### src/rtl/uart_tx_arbiter_if.sv
// Requester-side and transmitter-side byte handshakes of the UART arbiter.
// master is the arbiter; slave is the surrounding sources and transmitter.
interface uart_tx_arbiter_if #(
  parameter int N = 4
);
  logic [8*N-1:0] req_data;
  logic [N-1:0]   req_valid;
  logic [N-1:0]   req_last;
  logic [N-1:0]   req_ready;
  logic [7:0]     tx_data;
  logic           tx_valid;
  logic           tx_ready;

  modport master (
    input  req_data,
    input  req_valid,
    input  req_last,
    input  tx_ready,
    output req_ready,
    output tx_data,
    output tx_valid
  );

  modport slave (
    output req_data,
    output req_valid,
    output req_last,
    output tx_ready,
    input  req_ready,
    input  tx_data,
    input  tx_valid
  );
endinterface

### src/rtl/uart_tx_arbiter.sv
// Round-robin, message-atomic arbiter sharing one UART transmitter.
// Grant is held until req_last or MAX_BURST bytes; data path is a pure mux.
module uart_tx_arbiter #(
  parameter int NUM_REQUESTERS = 4,
  parameter int MAX_BURST      = 16
) (
  input  logic                              clock,
  input  logic                              reset,
  uart_tx_arbiter_if.master                 bus,
  output logic [$clog2(NUM_REQUESTERS)-1:0] grant_id,
  output logic                              busy
);
  localparam int IDX_W = $clog2(NUM_REQUESTERS);
  localparam int CNT_W =
    (MAX_BURST > 0) ? $clog2(MAX_BURST + 1) : 1;
  localparam logic [IDX_W:0] N_W =
    (IDX_W+1)'(NUM_REQUESTERS);
  localparam logic [IDX_W-1:0] LAST_IDX =
    IDX_W'(NUM_REQUESTERS - 1);
  localparam logic [CNT_W-1:0] LIMIT =
    CNT_W'(MAX_BURST - 1);

  typedef enum logic {IDLE, LOCKED} state_t;

  state_t           state;
  state_t           state_nxt;
  logic [IDX_W-1:0] rr_ptr;
  logic [IDX_W-1:0] winner;
  logic [IDX_W-1:0] idx;
  logic [IDX_W:0]   sum;
  logic [IDX_W-1:0] next_ptr;
  logic [CNT_W-1:0] burst_cnt;
  logic             any_req;
  logic             xfer;
  logic             at_limit;
  logic             release_g;

  // Scan offsets high to low so the lowest offset from rr_ptr wins.
  always_comb begin
    winner  = rr_ptr;
    any_req = 1'b0;
    sum     = '0;
    idx     = '0;
    for (int i = NUM_REQUESTERS - 1; i >= 0; i--) begin
      sum = {1'b0, rr_ptr} + (IDX_W+1)'(i);
      if (sum >= N_W) sum = sum - N_W;
      idx = sum[IDX_W-1:0];
      if (bus.req_valid[idx]) begin
        winner  = idx;
        any_req = 1'b1;
      end
    end
  end

  assign xfer = (state == LOCKED) &&
                bus.tx_valid && bus.tx_ready;
  assign at_limit = (MAX_BURST != 0) &&
                    (burst_cnt == LIMIT);
  assign release_g = xfer &&
    (bus.req_last[grant_id] || at_limit);
  assign next_ptr = (grant_id == LAST_IDX) ?
    '0 : grant_id + 1'b1;

  always_ff @(posedge clock) begin
    if (reset) begin
      state     <= IDLE;
      rr_ptr    <= '0;
      grant_id  <= '0;
      burst_cnt <= '0;
    end else begin
      state <= state_nxt;
      if (state == IDLE && any_req) begin
        grant_id  <= winner;
        burst_cnt <= '0;
      end else if (xfer) begin
        burst_cnt <= burst_cnt + 1'b1;
      end
      if (release_g) rr_ptr <= next_ptr;
    end
  end

  always_comb begin
    state_nxt = state;
    unique case (state)
      IDLE:   if (any_req) state_nxt = LOCKED;
      LOCKED: if (release_g) state_nxt = IDLE;
    endcase
  end

  always_comb begin
    bus.tx_data   =
      bus.req_data[{grant_id, 3'b000} +: 8];
    bus.tx_valid  = 1'b0;
    bus.req_ready = '0;
    busy          = 1'b0;
    if (state == LOCKED) begin
      busy                    = 1'b1;
      bus.tx_valid            = bus.req_valid[grant_id];
      bus.req_ready[grant_id] = bus.tx_ready;
    end
  end
endmodule

### src/flat_wrapper.sv
// flat-port wrapper written by rule: the top's interface ports become plain ports
module uart_tx_arbiter_flat 
#(
  parameter int NUM_REQUESTERS = 4,
  parameter int MAX_BURST      = 16
)
  (clock, reset, grant_id, busy, bus_req_data, bus_req_valid, bus_req_last, bus_tx_ready, bus_req_ready, bus_tx_data, bus_tx_valid);
  uart_tx_arbiter_if #(.N((4))) bus_i ();
  input  logic clock;
  input  logic reset;
  output logic [$clog2(NUM_REQUESTERS)-1:0] grant_id;
  output logic busy;
  input wire logic [$bits(bus_i.req_data)-1:0] bus_req_data;
  input wire logic [$bits(bus_i.req_valid)-1:0] bus_req_valid;
  input wire logic [$bits(bus_i.req_last)-1:0] bus_req_last;
  input wire logic [$bits(bus_i.tx_ready)-1:0] bus_tx_ready;
  output wire logic [$bits(bus_i.req_ready)-1:0] bus_req_ready;
  output wire logic [$bits(bus_i.tx_data)-1:0] bus_tx_data;
  output wire logic [$bits(bus_i.tx_valid)-1:0] bus_tx_valid;
  assign bus_i.req_data = bus_req_data;
  assign bus_i.req_valid = bus_req_valid;
  assign bus_i.req_last = bus_req_last;
  assign bus_i.tx_ready = bus_tx_ready;
  assign bus_req_ready = bus_i.req_ready;
  assign bus_tx_data = bus_i.tx_data;
  assign bus_tx_valid = bus_i.tx_valid;
  uart_tx_arbiter #(.NUM_REQUESTERS(NUM_REQUESTERS), .MAX_BURST(MAX_BURST)) u_core (.clock(clock), .reset(reset), .bus(bus_i), .grant_id(grant_id), .busy(busy));
endmodule
### config.mk
export PLATFORM = sky130hd
export DESIGN_NAME = uart_tx_arbiter_flat
export DESIGN_NICKNAME = d
export VERILOG_FILES = /design/src/rtl/uart_tx_arbiter_if.sv /design/src/rtl/uart_tx_arbiter.sv /design/src/flat_wrapper.sv
export SDC_FILE = /design/constraint.sdc
export NUM_CORES = 1
export LEC_CHECK = 0
export CAP_MARGIN = 20
export CORE_ASPECT_RATIO = 1.75
export CORE_MARGIN = 4
export CORE_UTILIZATION = 25
export CTS_CLUSTER_DIAMETER = 60
export CTS_CLUSTER_SIZE = 24
export DETAILED_ROUTE_END_ITERATION = 10
export GPL_ROUTABILITY_DRIVEN = 0
export SETUP_SLACK_MARGIN = 0.5
export SYNTH_ARGS = -nofsm -noshare
export SYNTH_HDL_FRONTEND = slang
export SYNTH_SLANG_ARGS = --single-unit
### constraint.sdc
create_clock -name clock -period 3.96 [get_ports clock]
set_clock_uncertainty 0.2 [all_clocks]
set_input_delay 0.792 -clock clock [delete_from_list [all_inputs] [get_ports clock]]
set_output_delay 0.792 -clock clock [all_outputs]
set_load 0.01 [all_outputs]
After elaboration in Yosys (flattened, before gate mapping)
Cells that the tools add are included.
Cells by class
  add/sub/neg operators: 9
  $mul: 0
  div/mod/pow operators: 0
  magnitude comparators: 10
  equality and inequality tests: 2
  shifts and indexed selects: 1
  multiplexer cells: 33
  bitwise gates (word level): 2
  reduce and logical (&&, ||, !) cells: 7
Operators with widths (count)
  $shiftx A32 B6 Y8: 1
  $mux W2: 9
  $lt A2 B3 Y1 const B: 5
  $mux W1: 15
  $bmux W1 S2: 6
  $ge A3 B3 Y1 const B: 3
  $sub A2 B1 Y2 const B: 4
  $add A2 B2 Y3 const B: 2
  $add A5 B1 Y5 const B: 1
  $eq A5 B4 Y1 const B: 1
  $logic_and A1 B1 Y1: 5
  $and A4 B4 Y4: 1
  $mux W4: 1
  $add A2 B1 Y3 const B: 1
  $ge A2 B3 Y1 const B: 1
  $add A2 B1 Y2 const B: 1
  $demux W1 S2: 1
  $eq A2 B2 Y1 const B: 1
  $ge A2 B1 Y1 const B: 1
  $pmux W1 S2: 1
  $reduce_or A2 Y1: 1
  $logic_or A1 B1 Y1: 1
  $not A1 Y1: 1
Storage, ports and cells
  register bits: 10
  bits in latches: 0
  memory bits (writable): 0
  memory bits (read-only): 0
  input bits: 43
  output and inout port bits: 16
  word-level logic and storage cells: 68
  memories kept: 0

Depth between registers and ports, before layout
Gate-level depths: netlist of run 1.
  word-level depth: 11
  gate-level depth with buffers: 7
  depth with buffers taken out: 7

Worst setup path after synthesis of run 1
OpenSTA, ideal clock, no wires.
  path type: register -> output
  from: register u_core.grant_id[0]
  to: output port bus_tx_data[0]
  data arrival time: 1.396 ns
  required time: 2.968 ns
  slack: 1.572 ns
  cell stages (with the launch flop): 4
  buffers on the path: 2
  cells stage by stage: dfxtp_1 -> buf_4 -> buf_2 -> mux4_2
On the way
  cells in the longest elaborated chain, start to end: 1
Ends and longest elaborated chain
  from (decl): line uart_tx_arbiter.sv:10  | output logic [$clog2(NUM_REQUESTERS)-1:0] grant_id,
  from (signal assigned): line uart_tx_arbiter.sv:73  | grant_id <= winner;
  $shiftx A32 B6 Y8: line uart_tx_arbiter.sv:92  | bus.req_data[{grant_id, 3'b000} +: 8];
  to (decl): line flat_wrapper.sv:18  | output wire logic [$bits(bus_i.tx_data)-1:0] bus_tx_data;
Every way passes these cells.

Worst setup path in the final report of run 1
  from: input port bus_req_valid[1]
  to: output port bus_tx_valid
On the way
  cells in the longest elaborated chain, start to end: 3
Ends and longest elaborated chain
  from (decl): line flat_wrapper.sv:14  | input wire logic [$bits(bus_i.req_valid)-1:0] bus_req_valid;
  $bmux W1 S2: line uart_tx_arbiter.sv:98  | bus.tx_valid = bus.req_valid[grant_id];
  $mux W1 (implied by the code): line uart_tx_arbiter.sv:98
  $mux W1: line uart_tx_arbiter.sv:96  | if (state == LOCKED) begin
  to (decl): line flat_wrapper.sv:19  | output wire logic [$bits(bus_i.tx_valid)-1:0] bus_tx_valid;
Every way passes these cells. The select of a mux whose other input is x is not followed.

==> metrics.cfg, run 1 <==
[layout]
fillers=354
most-common-layout-cells=clkdlybuf4s50_1, dfxtp_1, nor2_1
final_nets=202
layout_commonest_cell=clkdlybuf4s50_1
area_growth_syn_to_layout_pct=75.1
regArea_sq_um=200
multi_input_area_sq_um=669
antennaDiodeCount=0
drive_above_1_share_pct=13.8

[yosys]
async_reset_ff_share_pct=0
ys.flop_type=dfxtp_1
synth_top_area_share_pct=22.0
yosys.area.top_type=dfxtp_1
netlist_instances=93
yosys_warnings=0
ys_seq_elements=10
synthDistinctLibCells=33
yosys-top-cells-area=dfxtp_1, mux4_2, ha_1
synth.avg_cell_area_sq_um=9.79
syn-num-nets=142
yosysSeqAreaShare_pct=22.0
synth-edff-count=0
synth_area_sq_um=911

[route]
routed-wl-met3_um=524
top_layer=met4
dr_wl_met2_mm=1.38
drt_drc_violations_left=0
drtIter0Drc=6
avgRoutedWirePerCell_um=14.8
vias=983
final_antenna_net_count=0
wl_met1_um=971
vias_per_cell=4.99
routed_wl_mm=2.92
dr.pass1.iters=4

[floorplanning]
design.core.area_sq_um=3430
num_io_pins=59
die_x_um=53.6
die_area_sq_um=4710
die_h_um=87.9
start_util_pct=26.5
rows=28

[timing]
max_freq_mhz=297
slew_headroom_pct=51.4
rsz0062_at_grt=false
hold_violations=0
finalSetupViolCount=0
fin_tns_setup_ns=0
period_needed_ns=3.37
fin_crit_sh_pct=85.0
tightest_slew_ns=0.721
maxSlewViolCount=0

[pwr]
p_leak_nw=0.583
power_per_cell_area_nw_per_um2=254
vdd_ir_drop_max_mv=0.189
total_power_uw=406

[global_routing]
grt_max_degree=17
grt_pass1_wl_mm=4.37
grt-ovfl-total=0
grt_pass1_vias=1020
grt.total_usage_pct=12.1
antenna_found_initial=0

[clocking]
postCtsSetupRepairBufs=0
h-tree-depth=1
cts.sinks=10
clkTransAtPathRegs_ns=0.05
cts_buffers=3
clockRootBuffer=clkbuf_8
clk_latency_ns=0.23
cts_tree=done
clk_path_buf_depth=2

[setup_path]
endpoint=bus_tx_valid
rrSetupSlack_ns=1.71
crit_type=input pin to output pin
regToRegStartpoint=u_core.grant_id[0]
crit_path_start=bus_req_valid[1]
timing.rr.end=u_core.rr_ptr[0]
setup.worst_path.start_class=input pin
arrival_ns=2.37
ff2ff_path_depth=4
crit_fanout=7
cp.required_ns=2.97
endpoint_kind=output pin

[place]
dpl.hpwl_mm=2.46
port_buffers=58

[hold_path]
hold_class=flop to flop
min_path_cells=2
hold_path.startpoint=u_core.burst_cnt[3]

[outcome]
status=finished, final reports clean

[run]
maxCapViolCount=0

==> state kept, by name (all words and copies together), names as in the netlist <==
name and flops:
u_core.grant_id 2, u_core.state 1, u_core.rr_ptr 2, u_core.burst_cnt 5
==> stage by stage <==
stage          util, %  instances  setup WS, ns  instance area (sq um)  hold slack [ns]
2_1_floorplan        -         93          1.57                    911            0.238
3_3_place_gp      44.6        193         0.613                   1530            0.251
3_5_place_dp      44.6        193         0.554                   1530            0.260
4_1_cts           46.2        197         0.553                   1590            0.272
5_1_grt           46.5        197         0.498                   1600            0.310
6_report          46.5        197         0.594                   1600            0.274
==> power breakdown <==
| part | total, mW | internal [mW] | switching [mW] |
|---|---|---|---|
| clock network | 0.125 | 0.0872 | 0.0382 |
| logic | 0.160 | 0.103 | 0.0569 |
| registers | 0.120 | 0.106 | 0.0140 |
| total | 0.406 | 0.297 | 0.109 |
==> cells by family after synthesis <==
family | synth area share (%)
simple gates | 18.7
compound gates | 15.5
mux | 29.3
buf+inv | 5.36
flops | 22.0
fa+ha+maj | 8.24
xor+xnor | 0.962
==> final cells by class <==
type / count / area share (%)
clock buffers: 4 / 3.45
multi-input cells: 72 / 42.0
well taps: 45 / 3.53
inverters: 7 / 1.65
flip-flops and latches: 10 / 12.5
repair buffers: 59 / 36.9
==> repair_timing <==
item | CTS | global route
endpoints found under the setup margin | 0 | 1
gates resized for setup | 0 | 2
hold endpoints to repair | 0 | 0
hold buffers | 0 | 0
==> worst min path at each step <==
stage | slack, ns | endpoint
global route | 0.31 | u_core.burst_cnt[3]
finish | 0.27 | u_core.burst_cnt[3]
detailed placement | 0.26 | u_core.burst_cnt[3]
CTS | 0.27 | u_core.burst_cnt[3]
global placement | 0.25 | u_core.burst_cnt[3]
floorplan | 0.24 | u_core.burst_cnt[3]
==> Yosys cell counts, drive strengths merged, types with 2 or more instances <==
library cell,count
dfxtp,10
nor2,9
mux4,8
nand2,8
inv,7
and3,6
ha,6
mux2i,6
buf,4
a21oi,3
o21ai,3
mux2,2
nor2b,2
nor3,2
o22ai,2
==> critical path, stage by stage <==
cell and delay, ns:
clkdlybuf4s50_1 0.54, mux2i_2 0.29, nand2_1 0.08, and3_1 0.18, clkdlybuf4s50_1 0.48
==> metal layers <==
layer,global-route usage [%],vias to the layer above
met1,10.9,448
met4,4.19,0
li1,-,468
met2,23.5,62
met5,0,-
met3,4.43,5
Note: power is estimated with default switching activity, not from simulation.
==> run 2, diff against run 1 <==
--- a/config.mk
+++ b/config.mk
@@ -12,8 +12,10 @@
 export CTS_CLUSTER_DIAMETER = 60
 export CTS_CLUSTER_SIZE = 24
 export DETAILED_ROUTE_END_ITERATION = 10
+export DONT_BUFFER_PORTS = 1
 export GPL_ROUTABILITY_DRIVEN = 0
 export SETUP_SLACK_MARGIN = 0.5
+export SKIP_CTS_REPAIR_TIMING = 1
 export SYNTH_ARGS = -nofsm -noshare
 export SYNTH_HDL_FRONTEND = slang
 export SYNTH_SLANG_ARGS = --single-unit
==> constraint.sdc (replaced) <==
create_clock -name clock -period 3.15 [get_ports clock]
set_clock_uncertainty 0.2 [all_clocks]
set_input_delay 0.63 -clock clock [delete_from_list [all_inputs] [get_ports clock]]
set_output_delay 0.63 -clock clock [all_outputs]
set_load 0.01 [all_outputs]
==> run 2 against run 1 <==
Compared with the run above: sequential cell count did not move; global-route usage shrank 1.5 points; sequential power rose by 27%; critical path depth decreased by 2; total power is 5.2% lower; count of clock-buffer cells in the layout fell by 1; worst setup slack improved by 0.040 ns; critical endpoint is now bus_req_ready[1]; largest cell class unchanged.
==> metrics.cfg, run 2 (synthesis results as in run 1) <==
[layout]
antennaDiodeCount=0
final_nets=144
final_util_pct=28.9
layout_commonest_cell=dfxtp_1
largest_register_ffs=5
area_growth_syn_to_layout_pct=9.07
top_register=u_core.burst_cnt
most-common-layout-cells=dfxtp_1, nor2_1, mux4_2, nand2_1, inv_1
fillers=386
top_regs=u_core.burst_cnt (5), u_core.grant_id (2), u_core.rr_ptr (2)
drive_above_1_share_pct=19.4

[pwr]
share_seq_of_total_power_pct=39.4
vdd_ir_drop_max_mv=0.182
p_comb_share_pct=26.4
p_sw_uw=118
p_leak_nw=0.349
p_int_uw=267
swShare_pct=30.7
pwr-share-clk_pct=34.2
power_per_cell_area_nw_per_um2=387

[setup_path]
crit_fanout=16
crit_type=flop to output pin
cp.required_ns=2.32
slowest_delay_ns=0.72
worst-path-buf-inv=1
setup.worst_path.start_class=flop
rrSetupSlack_ns=1.01
crit_chain=inv_1, ha_1, and3_1
arrival_ns=1.69
slowest_stage=dfxtp_1
endpoint_kind=output pin
path_delay_family=flip-flops

[timing]
fin_crit_sh_pct=79.9
finalSetupViolCount=0
tightest_slew_ns=0.685
fin_ws_ns=0.634
maxSlewViolCount=0
holdWs_ns=0.281
rsz0062_at_grt=false
hold_violations=0
max_freq_mhz=397
slew_headroom_pct=53.9
fin_tns_setup_ns=0
period_needed_ns=2.52

[route]
drtIter0Drc=6
final_antenna_net_count=0
vias=751
routed_wl_mm=2.38
avgRoutedWirePerCell_um=17.2
dr.pass1.iters=4
vias_per_cell=5.44
drt_drc_violations_left=0

[global_routing]
antenna_found_initial=0
grt_max_degree=17
grt_pass1_vias=855
grt.total_usage_pct=10.6
grt_pass1_wl_mm=3.64
grt-ovfl-total=0

[floorplanning]
die_area_sq_um=4710
rows=28
die_x_um=53.6
num_io_pins=59
die_h_um=87.9
start_util_pct=26.5
design.core.area_sq_um=3430

[clocking]
clockRootBuffer=clkbuf_8
cts.sinks=10
clk_path_buf_depth=2
h-tree-depth=1
clkTransAtPathRegs_ns=0.05
cts_tree=done
cts_buffers=3
clk_latency_ns=0.23

[run]
maxCapViolCount=0

[outcome]
status=finished, final reports clean

[hold_path]
hold_class=flop to flop

[place]
pre_cts_ws_ns=0.884
dpl.hpwl_mm=2.05
port_buffers=0

-- run 2: cell count changes in the layout (fill, tap and decap cells not counted) --
cell,before,now
clkdlybuf4s50_1,58,0
clkbuf_8,4,3
mux2i_1,4,6
mux2i_2,2,0
-- run 2: path summary, 6_finish.rpt --
path | from | endpoint | depth (start not counted)
hold / removal | u_core.burst_cnt[3] | u_core.burst_cnt[3] | 2
setup / recovery | u_core.grant_id[1] | bus_req_ready[1] | 3
hold reg to reg | u_core.burst_cnt[3] | u_core.burst_cnt[3] | 2
setup reg to reg | u_core.grant_id[1] | u_core.rr_ptr[0] | 4
-- run 2: worst reg2reg max path, stage by stage (launching register included) --
cell and delay, ns:
dfxtp_1 0.72, nand3_1 0.24, o22ai_4 0.36, o311ai_4 0.19, mux2_4 0.32
-- run 2: final cells by class --
cell class | instances | area (sq um) | area share, %
tap | 45 | 56.3 | 5.67
multi-input combinational | 72 | 662 | 66.6
timing repair buffer | 1 | 7.51 | 0.756
inverter | 7 | 26.3 | 2.64
sequential | 10 | 200 | 20.2
clock buffer | 3 | 41.3 | 4.16
-- run 2: per-stage QoR --
stage | instances | instance area [sq um] | total power [mW]
2_1_floorplan | 93 | 911 | 0.242
3_5_place_dp | 135 | 952 | 0.258
3_3_place_gp | 135 | 952 | 0.254
6_report | 138 | 993 | 0.385
5_1_grt | 138 | 993 | 0.408
4_1_cts | 138 | 993 | 0.391
-- run 2: routing by layer --
metal / track usage, % / vias to the layer above / wire length [um]
li1: - / 352 / -
met1: 8.06 / 335 / 730
met2: 21.7 / 57 / 1260
met3: 3.24 / 7 / 328
met4: 5.58 / 0 / 58
met5: 0 / - / 0
-- run 2: power by group through the flow --
stage	registers, mW	logic (mW)	clock network, mW
3_5_place_dp	0.155	0.103	0
3_3_place_gp	0.153	0.101	0
6_report	0.152	0.102	0.132
2_1_floorplan	0.143	0.0988	0
5_1_grt	0.155	0.113	0.140
4_1_cts	0.152	0.103	0.136
==> run 3, diff against run 2 <==
==> constraint.sdc (replaced) <==
create_clock -name clock -period 2.2 [get_ports clock]
set_clock_uncertainty 0.2 [all_clocks]
set_input_delay 0.44 -clock clock [delete_from_list [all_inputs] [get_ports clock]]
set_output_delay 0.44 -clock clock [all_outputs]
set_load 0.01 [all_outputs]
==> run 3 against run 2 <==
Compared with the run above: non-clock buffer count increased by 8; sequential share of layout area decreased by 1.6 points; count of clock-buffer cells in the layout increased by 1; critical path type unchanged; highest routed layer unchanged.
==> metrics.cfg, run 3 (synthesis results as in run 1) <==
[setup_path]
worst-path-buf-inv=1
setup.worst_path.start_class=flop
arrival_ns=1.40
path_delay_family=multiplexers
rrSetupSlack_ns=0.29
slowest_stage=mux4_2
crit_chain=buf_6, mux4_2
crit_fanout=8
crit_type=flop to output pin
endpoint_kind=output pin
cp.required_ns=1.56
slowest_delay_ns=0.55

[pwr]
power_per_cell_area_nw_per_um2=525
p_leak_nw=0.385
vdd_ir_drop_max_mv=0.192

[floorplanning]
die_area_sq_um=4710
num_io_pins=59
design.core.area_sq_um=3430
start_util_pct=26.5
die_h_um=87.9
die_x_um=53.6
rows=28

[clocking]
clk_latency_ns=0.23
cts_buffers=3
cts.sinks=10
h-tree-depth=1
clk_path_buf_depth=2
clkTransAtPathRegs_ns=0.05
cts_tree=done
clockRootBuffer=clkbuf_8

[route]
final_antenna_net_count=0
drt_drc_violations_left=0
wl_met1_um=775
dr.pass1.iters=4
vias=824
routed-wl-met3_um=339
vias_per_cell=5.61
avgRoutedWirePerCell_um=18.4
top_layer=met4
dr_wl_met2_mm=1.56
routed_wl_mm=2.70
drtIter0Drc=9

[global_routing]
grt_pass1_wl_mm=3.38
grt_pass1_vias=817
grt.total_usage_pct=9.88
grt_max_degree=18
grt-ovfl-total=0
antenna_found_initial=0

[layout]
area_growth_syn_to_layout_pct=24.2
finalInstanceArea_sq_um=1130
fillers=362
layout_commonest_cell=nor2_1
top_regs=u_core.burst_cnt (5), u_core.grant_id (2), u_core.rr_ptr (2)
final_nets=152
most-common-layout-cells=nor2_1, mux4_2, nand2_1
drive_above_1_share_pct=42.2
largest_register_ffs=5
top_register=u_core.burst_cnt
antennaDiodeCount=0

[timing]
fin_crit_sh_pct=92.8
maxSlewViolCount=0
hold_violations=0
rsz0062_at_grt=true
holdWs_ns=0.179
finalSetupViolCount=0
slew_headroom_pct=53.3
period_needed_ns=2.04
max_freq_mhz=490
tightest_slew_ns=0.693
fin_tns_setup_ns=0

[hold_path]
hold_class=input pin to flop

[place]
dpl.hpwl_mm=2.15
place_area_sq_um=975
port_buffers=0

[outcome]
status=finished, final reports clean

[run]
maxCapViolCount=0

-- run 3: worst paths after layout --
check                                          from                   to  depth (start not counted)
worst min-delay path               bus_req_valid[1]   u_core.grant_id[0]                          2
worst max-delay path             u_core.grant_id[0]       bus_tx_data[1]                          2
worst min register to register  u_core.burst_cnt[3]  u_core.burst_cnt[3]                          2
worst max register to register   u_core.grant_id[0]     u_core.rr_ptr[0]                          4
-- run 3: area by class of cell --
cell class | instances | area [sq um] | share of cell area, %
multi-input cells | 72 | 714 | 63.2
well taps | 45 | 56.3 | 4.98
flip-flops and latches | 10 | 210 | 18.6
repair buffers | 9 | 78.8 | 6.97
clock buffers | 4 | 45.0 | 3.98
inverters | 7 | 26.3 | 2.32
-- run 3: power breakdown --
group | switching, mW | internal [mW] | total [mW]
clock | 0.0681 | 0.127 | 0.195
sequential | 0.0169 | 0.192 | 0.209
combinational | 0.0950 | 0.0955 | 0.190
total | 0.180 | 0.414 | 0.594
-- run 3: per-layer routing --
| layer | track usage [%] | vias to the layer above |
|---|---|---|
| met5 | 0 | - |
| met4 | 2.79 | 0 |
| met3 | 3.58 | 5 |
| met2 | 21.2 | 61 |
| met1 | 7.22 | 392 |
| li1 | - | 366 |
-- run 3: metrics by stage --
step	total power, mW	cells	worst slack, ns	utilization [%]
4_1_cts	0.573	140	0.127	29.7
3_5_place_dp	0.375	136	0.319	28.4
2_1_floorplan	0.355	93	0.407	-
3_3_place_gp	0.373	136	0.334	28.4
6_report	0.594	147	0.158	32.9
5_1_grt	0.623	147	0.136	32.9
